<file path="config.mk">
export PLATFORM = sky130hd
export DESIGN_NAME = fetch_unit
export DESIGN_NICKNAME = d
export VERILOG_FILES = /design/src/rtl/fetch_unit.sv
export SDC_FILE = /design/constraint.sdc
export NUM_CORES = 1
export LEC_CHECK = 0
export ABC_AREA = 0
export CORE_MARGIN = 3
export CORE_UTILIZATION = 40
export CTS_CLUSTER_SIZE = 24
export DETAILED_ROUTE_END_ITERATION = 8
export SYNTH_ARGS = -nofsm -noshare
export SYNTH_HDL_FRONTEND = slang
export SYNTH_SLANG_ARGS = --single-unit
export TNS_END_PERCENT = 50
</file>
<file path="constraint.sdc">
create_clock -name clk -period 8.55 [get_ports clk]
set_input_delay 1.71 -clock clk [delete_from_list [all_inputs] [get_ports clk]]
set_output_delay 1.71 -clock clk [all_outputs]
set_load 0.1 [all_outputs]
</file>
<file path="src/rtl/fetch_unit.sv">
// ---------------------------------------------------------------------------
// fetch_unit
//
// Instruction-fetch stage for the pipelined RV32 core. It generates fetch
// addresses, keeps several instruction-memory requests in flight, buffers
// the returned words in a small prefetch queue, and hands {pc, instr} pairs
// to decode with a valid/ready handshake. A redirect (taken branch, jump or
// flush) empties the queue, cancels every response still in flight and
// restarts fetching at the new address.
//
// Ports
//    clk             - clock, rising edge
//    reset           - asynchronous reset, active low
//    imem_req_valid  - fetch request valid
//    imem_req_ready  - memory accepts the request this cycle
//    imem_req_addr   - word-aligned fetch address
//    imem_resp_valid - response valid (responses return in request order)
//    imem_resp_data  - instruction word of the response
//    redirect_valid  - redirect fetch to redirect_pc this cycle
//    redirect_pc     - new fetch address (bits [1:0] are ignored)
//    if_valid        - queue head valid towards decode
//    if_ready        - decode consumes the head this cycle
//    if_pc           - PC of the head entry (0 when the queue is empty)
//    if_instr        - instruction of the head entry (0 when empty)
// ---------------------------------------------------------------------------
module fetch_unit #(
   parameter int                XLEN        = 32,
   parameter logic [XLEN-1:0]   RESET_PC    = {XLEN{1'b0}},
   parameter int                QUEUE_DEPTH = 4
) (
   input  logic             clk,
   input  logic             reset,
   output logic             imem_req_valid,
   input  logic             imem_req_ready,
   output logic [XLEN-1:0]  imem_req_addr,
   input  logic             imem_resp_valid,
   input  logic [XLEN-1:0]  imem_resp_data,
   input  logic             redirect_valid,
   input  logic [XLEN-1:0]  redirect_pc,
   output logic             if_valid,
   input  logic             if_ready,
   output logic [XLEN-1:0]  if_pc,
   output logic [XLEN-1:0]  if_instr
);

   localparam int CW = $clog2(QUEUE_DEPTH + 1);
   localparam int PW = $clog2(QUEUE_DEPTH);

   logic [XLEN-1:0] fetch_pc;
   logic [XLEN-1:0] tag_pc;
   logic [CW-1:0]   occupancy;
   logic [CW-1:0]   outstanding;
   logic [CW-1:0]   drop;
   logic [PW-1:0]   head;
   logic [PW-1:0]   tail;

   logic [XLEN-1:0] pc_store    [QUEUE_DEPTH];
   logic [XLEN-1:0] instr_store [QUEUE_DEPTH];

   logic [CW:0]     in_use;
   logic            credit_ok;
   logic            req_fire;
   logic            drop_active;
   logic            resp_push;
   logic            pop;
   logic [XLEN-1:0] redirect_aligned;
   logic            unused_redirect_bits;

   // Request credit: a request may only go out if a queue slot is already
   // reserved for its response, counting both buffered entries and requests
   // still in flight. This is what makes queue overflow impossible.
   always_comb begin
      in_use           = {1'b0, occupancy} + {1'b0, outstanding};
      credit_ok        = (in_use < (CW+1)'(QUEUE_DEPTH));
      imem_req_valid   = reset & ~redirect_valid & credit_ok;
      imem_req_addr    = fetch_pc;
      req_fire         = imem_req_valid & imem_req_ready;
      drop_active      = (drop != '0);
      resp_push        = imem_resp_valid & ~drop_active & ~redirect_valid;
      pop              = if_valid & if_ready;
      redirect_aligned = {redirect_pc[XLEN-1:2], 2'b00};
   end

   assign unused_redirect_bits = ^redirect_pc[1:0];

   // Head of the queue towards decode; the data outputs read zero while the
   // queue is empty so decode never sees stale words.
   always_comb begin
      if_valid = (occupancy != '0);
      if_pc    = '0;
      if_instr = '0;
      if (if_valid) begin
         if_pc    = pc_store[head];
         if_instr = instr_store[head];
      end
   end

   // Fetch address: jumps to the (word-aligned) redirect target, otherwise
   // advances by one word every time memory accepts a request. Wraps
   // naturally at 2^XLEN.
   always_ff @(posedge clk or negedge reset) begin
      if (!reset) begin
         fetch_pc <= RESET_PC;
      end else if (redirect_valid) begin
         fetch_pc <= redirect_aligned;
      end else if (req_fire) begin
         fetch_pc <= fetch_pc + XLEN'(4);
      end
   end

   // PC tag for the next response that will actually be queued. Because
   // responses come back in order and cancelled ones are filtered out by the
   // drop counter, the next kept response always belongs to this address,
   // so a single register replaces a per-request PC FIFO.
   always_ff @(posedge clk or negedge reset) begin
      if (!reset) begin
         tag_pc <= RESET_PC;
      end else if (redirect_valid) begin
         tag_pc <= redirect_aligned;
      end else if (resp_push) begin
         tag_pc <= tag_pc + XLEN'(4);
      end
   end

   // In-flight bookkeeping. On a redirect every live request becomes one to
   // be discarded; a response arriving in the redirect cycle is itself
   // discarded, so it is taken off the total straight away.
   always_ff @(posedge clk or negedge reset) begin
      if (!reset) begin
         outstanding <= '0;
         drop        <= '0;
      end else if (redirect_valid) begin
         outstanding <= '0;
         drop        <= drop + outstanding - CW'(imem_resp_valid);
      end else begin
         outstanding <= outstanding + CW'(req_fire) - CW'(resp_push);
         if (imem_resp_valid && drop_active) begin
            drop <= drop - CW'(1);
         end
      end
   end

   // Queue pointers and occupancy. Push and pop in the same cycle leave the
   // occupancy unchanged even when the queue is full, because the credit
   // scheme guarantees the pushed entry already owns a slot.
   always_ff @(posedge clk or negedge reset) begin
      if (!reset) begin
         head      <= '0;
         tail      <= '0;
         occupancy <= '0;
      end else if (redirect_valid) begin
         head      <= '0;
         tail      <= '0;
         occupancy <= '0;
      end else begin
         if (resp_push) begin
            tail <= tail + PW'(1);
         end
         if (pop) begin
            head <= head + PW'(1);
         end
         occupancy <= occupancy + CW'(resp_push) - CW'(pop);
      end
   end

   // Queue storage. No reset needed: an entry is only ever read after it
   // has been written, since the outputs are masked while empty.
   always_ff @(posedge clk) begin
      if (resp_push) begin
         pc_store[tail]    <= tag_pc;
         instr_store[tail] <= imem_resp_data;
      end
   end

   // A response with nothing in flight means the memory model is broken.
   assert property (@(posedge clk) disable iff (!reset)
      imem_resp_valid |-> ((outstanding != '0) || (drop != '0)));

endmodule

</file>
== Word level (Yosys, flattened, before mapping) ==
Memory sizes are Yosys's and may differ from the RTL's.
Cells that the tools add are included.
Word-level totals
  input bits: 70
  word-level logic and storage cells: 53
  memories kept: 2
  memory bits (writable): 256
  flip-flop bits (word level): 77
Memory list
  instr_store: depth 4, bits a word 32, rd ports 1, clocked after memory_dff 0, wr ports 1, RTL line 58  | logic [XLEN-1:0] instr_store [QUEUE_DEPTH];
  pc_store: depth 4, bits a word 32, rd ports 1, clocked after memory_dff 0, wr ports 1, RTL line 57  | logic [XLEN-1:0] pc_store [QUEUE_DEPTH];
Cells by class
  add/subtract/negate cells: 12
  magnitude comparators: 1
  muxes and demuxes: 16
  reduce and logical (&&, ||, !) cells: 7
  bitwise logic cells: 8
Operators with widths (number)
  32-bit two-way mux: 6
  32-bit by 3-bit adder with 32-bit output (second input constant): 2
  3-bit two-way mux: 4
  3-bit by 1-bit subtractor with 3-bit output: 3
  2-bit two-way mux: 4
  2-bit nonzero test: 4
  3-bit by 1-bit adder with 3-bit output: 2
  1-bit bitwise AND: 6
  3-bit nonzero test: 2
  2-bit by 1-bit adder with 2-bit output (second input constant): 2
  3-bit by 3-bit adder with 4-bit output: 1
  4-bit by 3-bit less-than comparator with 1-bit output (second input constant): 1
  3-bit adder: 1
  3-bit by 1-bit subtractor with 3-bit output (second input constant): 1
  1-bit two-way mux: 2
  1-bit inverter: 2
  1-bit logical AND: 1

== Longest topological paths before layout ==
  depth after elaboration: 7
  mapped depth: 14
  depth with buffers taken out: 13

== Least setup slack after synthesis ==
No wires, ideal clock.
  path kind: input port to output port
  from: in redirect_valid
  to: out imem_req_valid
  buffers on the path: 1
  setup slack: 3.978 ns
  stages: 3
  arrival: 2.862 ns
  cells stage by stage: inv_1 > clkbuf_1 > and3_1
On the way
  longest elaborated chain between the ends: 3
RTL lines
  start: declaration: RTL line 38  | input logic redirect_valid,
  1-bit inverter: RTL line 75  | imem_req_valid = reset & ~redirect_valid & credit_ok;
  1-bit bitwise AND (2 in series): RTL line 75
  end: declaration: RTL line 33  | output logic imem_req_valid,
Every way passes these cells.

== Worst setup path in the final report ==
  from: reg head[0]
  to: out if_instr[14]
On the way
  longest elaborated chain between the ends: 2
RTL lines
  start: declaration: RTL line 54  | logic [PW-1:0] head;
  start signal: assignment: RTL line 160  | head <= head + PW'(1);
  memory 4 x 32 bit
  32-bit two-way mux: RTL line 92  | if (if_valid) begin
  end: declaration: RTL line 43  | output logic [XLEN-1:0] if_instr
Every way passes these cells.

==> run_results.csv <==
group,metric,value,unit
global_routing,grtUsageTotal,16.6,%
sta,period_share,64.4,%
sta,fin_skew,0.0163,ns
placement,gp_congestion,0.806,
sta,tightest_slew,1.08,ns
setup_path,rrSetupSlack,5.47,ns
die,fp.dieW,191,um
setup_path,reg2reg_from,"outstanding[2]",
power_and_ir_drop,max-vdd-ir-drop,324,uV
routing,first_pass_iters,5,
clock_tree,post-cts-setup-buffers,0,
sta,rsz0062_at_grt,"false",
clock_tree,numCtsBuffers,37,
sta,setup_viol,0,
status,status,"complete, no violations",
sta,hold_viol_final,0,
die,die_area,36400,sq um
sta,max_freq,0.182,GHz
placement,dp_slack,3.10,ns
setup_path,reg2reg_depth,12,
power_and_ir_drop,p_total,6.16,mW
setup_path,slowest_stage,"clkdlybuf4s50_1",
yosys,synth_area,13700,sq um
die,coreArea,33600,sq um
finish,diodes,0,
placement,dp_cells,1425,
yosys,synth-seq-cells,321,
clock_tree,htreeDepth,2,
sta,tns,0,ns
global_routing,overflow,0,
yosys,syn_area_per_cell,16.2,sq um
placement,dp_hpwl,18200,um
run,maxCapViolCount,0,
clock_tree,cts_sinks,321,
finish,fin_util,50.5,%
routing,dr_total_vias,7812,
setup_path,crit_arrival,3.80,ns
min_path,hp-class,"reg -> reg",
yosys,ys_types,55,
clock_tree,clk_pin_slew,0.06,ns
global_routing,grt_max_degree,65,
sta,finalMaxSlewViolations,0,
clock_tree,clockBufferDepth,3,
setup_path,worstPathMaxFanout,37,
setup_path,cp_top_family,"buffers and inverters",
global_routing,antenna_found_initial,1,
clock_tree,cts_root_buf,"clkbuf_16",
setup_path,crit-reg2reg-capture,"outstanding[2]",
placement,portBuffers,161,
min_path,holdPathEnd,"imem_req_addr[22]",
die,row_count,67,
sta,period_needed,5.51,ns
die,die_height,191,um
yosys,yosys_warnings,0,
setup_path,crit_buf_inv,2,
die,start_util,40.6,%
yosys,synth-edff-count,248,
routing,via_per_inst,5.23,
sta,worst_hold_slack,0.558,ns
setup_path,timing_worst_setup_path_type,"reg -> out",
routing,antenna_left,0,
finish,final_nets,1106,
clock_tree,clock_latency,0.52,ns
die,ioPinCount,168,
yosys,seq_area_frac_synth,67.9,%
placement,dpl-instance-area,15700,sq um
finish,syn2layout_area_growth,24.3,%
sta,postLayoutSetupSlackWorst,3.04,ns
power_and_ir_drop,p_leak,5.77,nW
yosys,synth-main-ff-cell,"edfxtp_1",
global_routing,grt_pass1_vias,8083,
routing,drc,0,
clock_tree,cts_resized,0,
setup_path,cp.required,6.84,ns
yosys,synth_cells,844,
setup_path,start_kind,"flip-flop",
finish,final_area,17000,sq um
min_path,hp-start,"imem_req_addr[22]",
routing,drtIter0Drc,461,
clock_tree,hold_buffers,0,
yosys,synthArstFlopShare,22.7,%
setup_path,cpPeakStageDelay,0.96,ns
routing,routed_wirelength,29800,um
clock_tree,cts_tree,"built",
global_routing,grt_pass1_wl,46800,um
finish,fin_cells,1493,
power_and_ir_drop,power_density,363,nW/um^2
sta,max_slew_margin,28.0,%
min_path,whs_path_depth,1,
routing,wl_per_cell,19.9,um
setup_path,critical_path.endpoint_type,"primary output",
setup_path,path_cells,"buf_4, mux4_2, and2_1, clkdlybuf4s50_1",
finish,drive_above_1_share,15.3,%
-- routing by layer --
metal | track usage, % | wire length (um)
met3 | 3.49 | 1850
met5 | 0 | 13
met1 | 23.7 | 13500
met2 | 26.0 | 13700
met4 | 4.46 | 707
-- synth_stat cells, drive strengths merged, types with 2 or more instances --
cell type / n / area [sq um]
and2: 65 / 407
mux2: 10 / 113
and4: 4 / 35.0
nor4: 6 / 58.8
dfrtp: 73 / 1830
fa: 3 / 60.1
xnor2: 23 / 201
a31oi: 3 / 18.8
nor2: 20 / 80.1
nand3: 34 / 183
clkbuf: 28 / 105
nor3: 9 / 55.1
and3: 15 / 93.8
a21oi: 10 / 50.1
o21ai: 24 / 120
o311ai: 5 / 43.8
xor2: 26 / 228
nor3b: 3 / 22.5
a211oi: 2 / 15.0
mux2i: 2 / 20.0
nand2b: 4 / 25.0
mux4: 62 / 1400
or4: 3 / 22.5
o211ai: 11 / 82.6
nand2: 41 / 154
inv: 22 / 82.6
a21boi: 9 / 67.6
buf: 16 / 91.3
nand4: 23 / 159
edfxtp: 248 / 7450
or3: 7 / 43.8
ha: 17 / 213
nor2b: 3 / 18.8
a21o: 2 / 15.0
-- state kept, by name, summed over array words and instances (netlist names) --
| name | cells |
|---|---|
| head | 2 |
| tail | 2 |
| tag_pc | 30 |
| drop | 3 |
| occupancy | 3 |
| imem_req_addr | 30 |
| instr_store | 128 |
| outstanding | 3 |
| pc_store | 120 |
-- how the worst max path moves through the flow --
stage | from | end | slack [ns] | depth (start not counted)
6_report | head[0] | if_instr[14] | 3.04 | 4
5_1_grt | head[0] | if_instr[14] | 2.76 | 4
4_1_cts | head[0] | if_instr[14] | 2.92 | 4
3_5_place_dp | reset | imem_req_valid | 3.10 | 4
3_3_place_gp | reset | imem_req_valid | 3.10 | 4
2_1_floorplan | redirect_valid | imem_req_valid | 3.98 | 3
-- cells by family (layout without fill, tap and decap cells) --
| family | Yosys count | after routing | share of synthesized area, % |
|---|---|---|---|
| buffers and inverters | 66 | 264 | 2.04 |
| xor gates and xnor gates | 49 | 49 | 3.14 |
| other | 1 | 4 | 0.0274 |
| adders and majority gates | 20 | 20 | 2.00 |
| DFF | 321 | 321 | 67.9 |
| muxes | 74 | 74 | 11.2 |
| AOI/OAI and AO/OA | 72 | 72 | 3.39 |
| and+or+nand+nor | 241 | 241 | 10.3 |
-- report_power, final --
group,internal [mW],total [mW],switching (mW)
Combinational,0.725,2.67,1.95
Sequential,1.78,1.91,0.132
Clock,0.982,1.58,0.598
Total,3.48,6.16,2.68
-- cell type report --
class                   instances  area (sq um)
clock buffers                  45           998
clock inverters                23           236
fillers                      2830         16600
inverters                      22          82.6
multi-input cells             460          4130
flip-flops and latches        321          9280
well taps                     448           561
repair buffers                174          1700
-- cell usage in the layout (no fill, tap or decap), drive strengths merged, types with 6 or more instances in the layout --
cell / synthesis / final
edfxtp: 248 / 248
clkdlybuf4s50: 0 / 159
dfrtp: 73 / 73
and2: 65 / 65
mux4: 62 / 62
clkbuf: 28 / 45
nand2: 41 / 41
nand3: 34 / 34
xor2: 26 / 26
o21ai: 24 / 24
xnor2: 23 / 23
nand4: 23 / 23
inv: 22 / 23
nor2: 20 / 20
ha: 17 / 17
clkinv: 0 / 16
buf: 16 / 15
and3: 15 / 15
o211ai: 11 / 11
mux2: 10 / 10
a21oi: 10 / 10
a21boi: 9 / 9
nor3: 9 / 9
or3: 7 / 7
nor4: 6 / 6
Note: power is estimated with default switching activity, not from simulation.
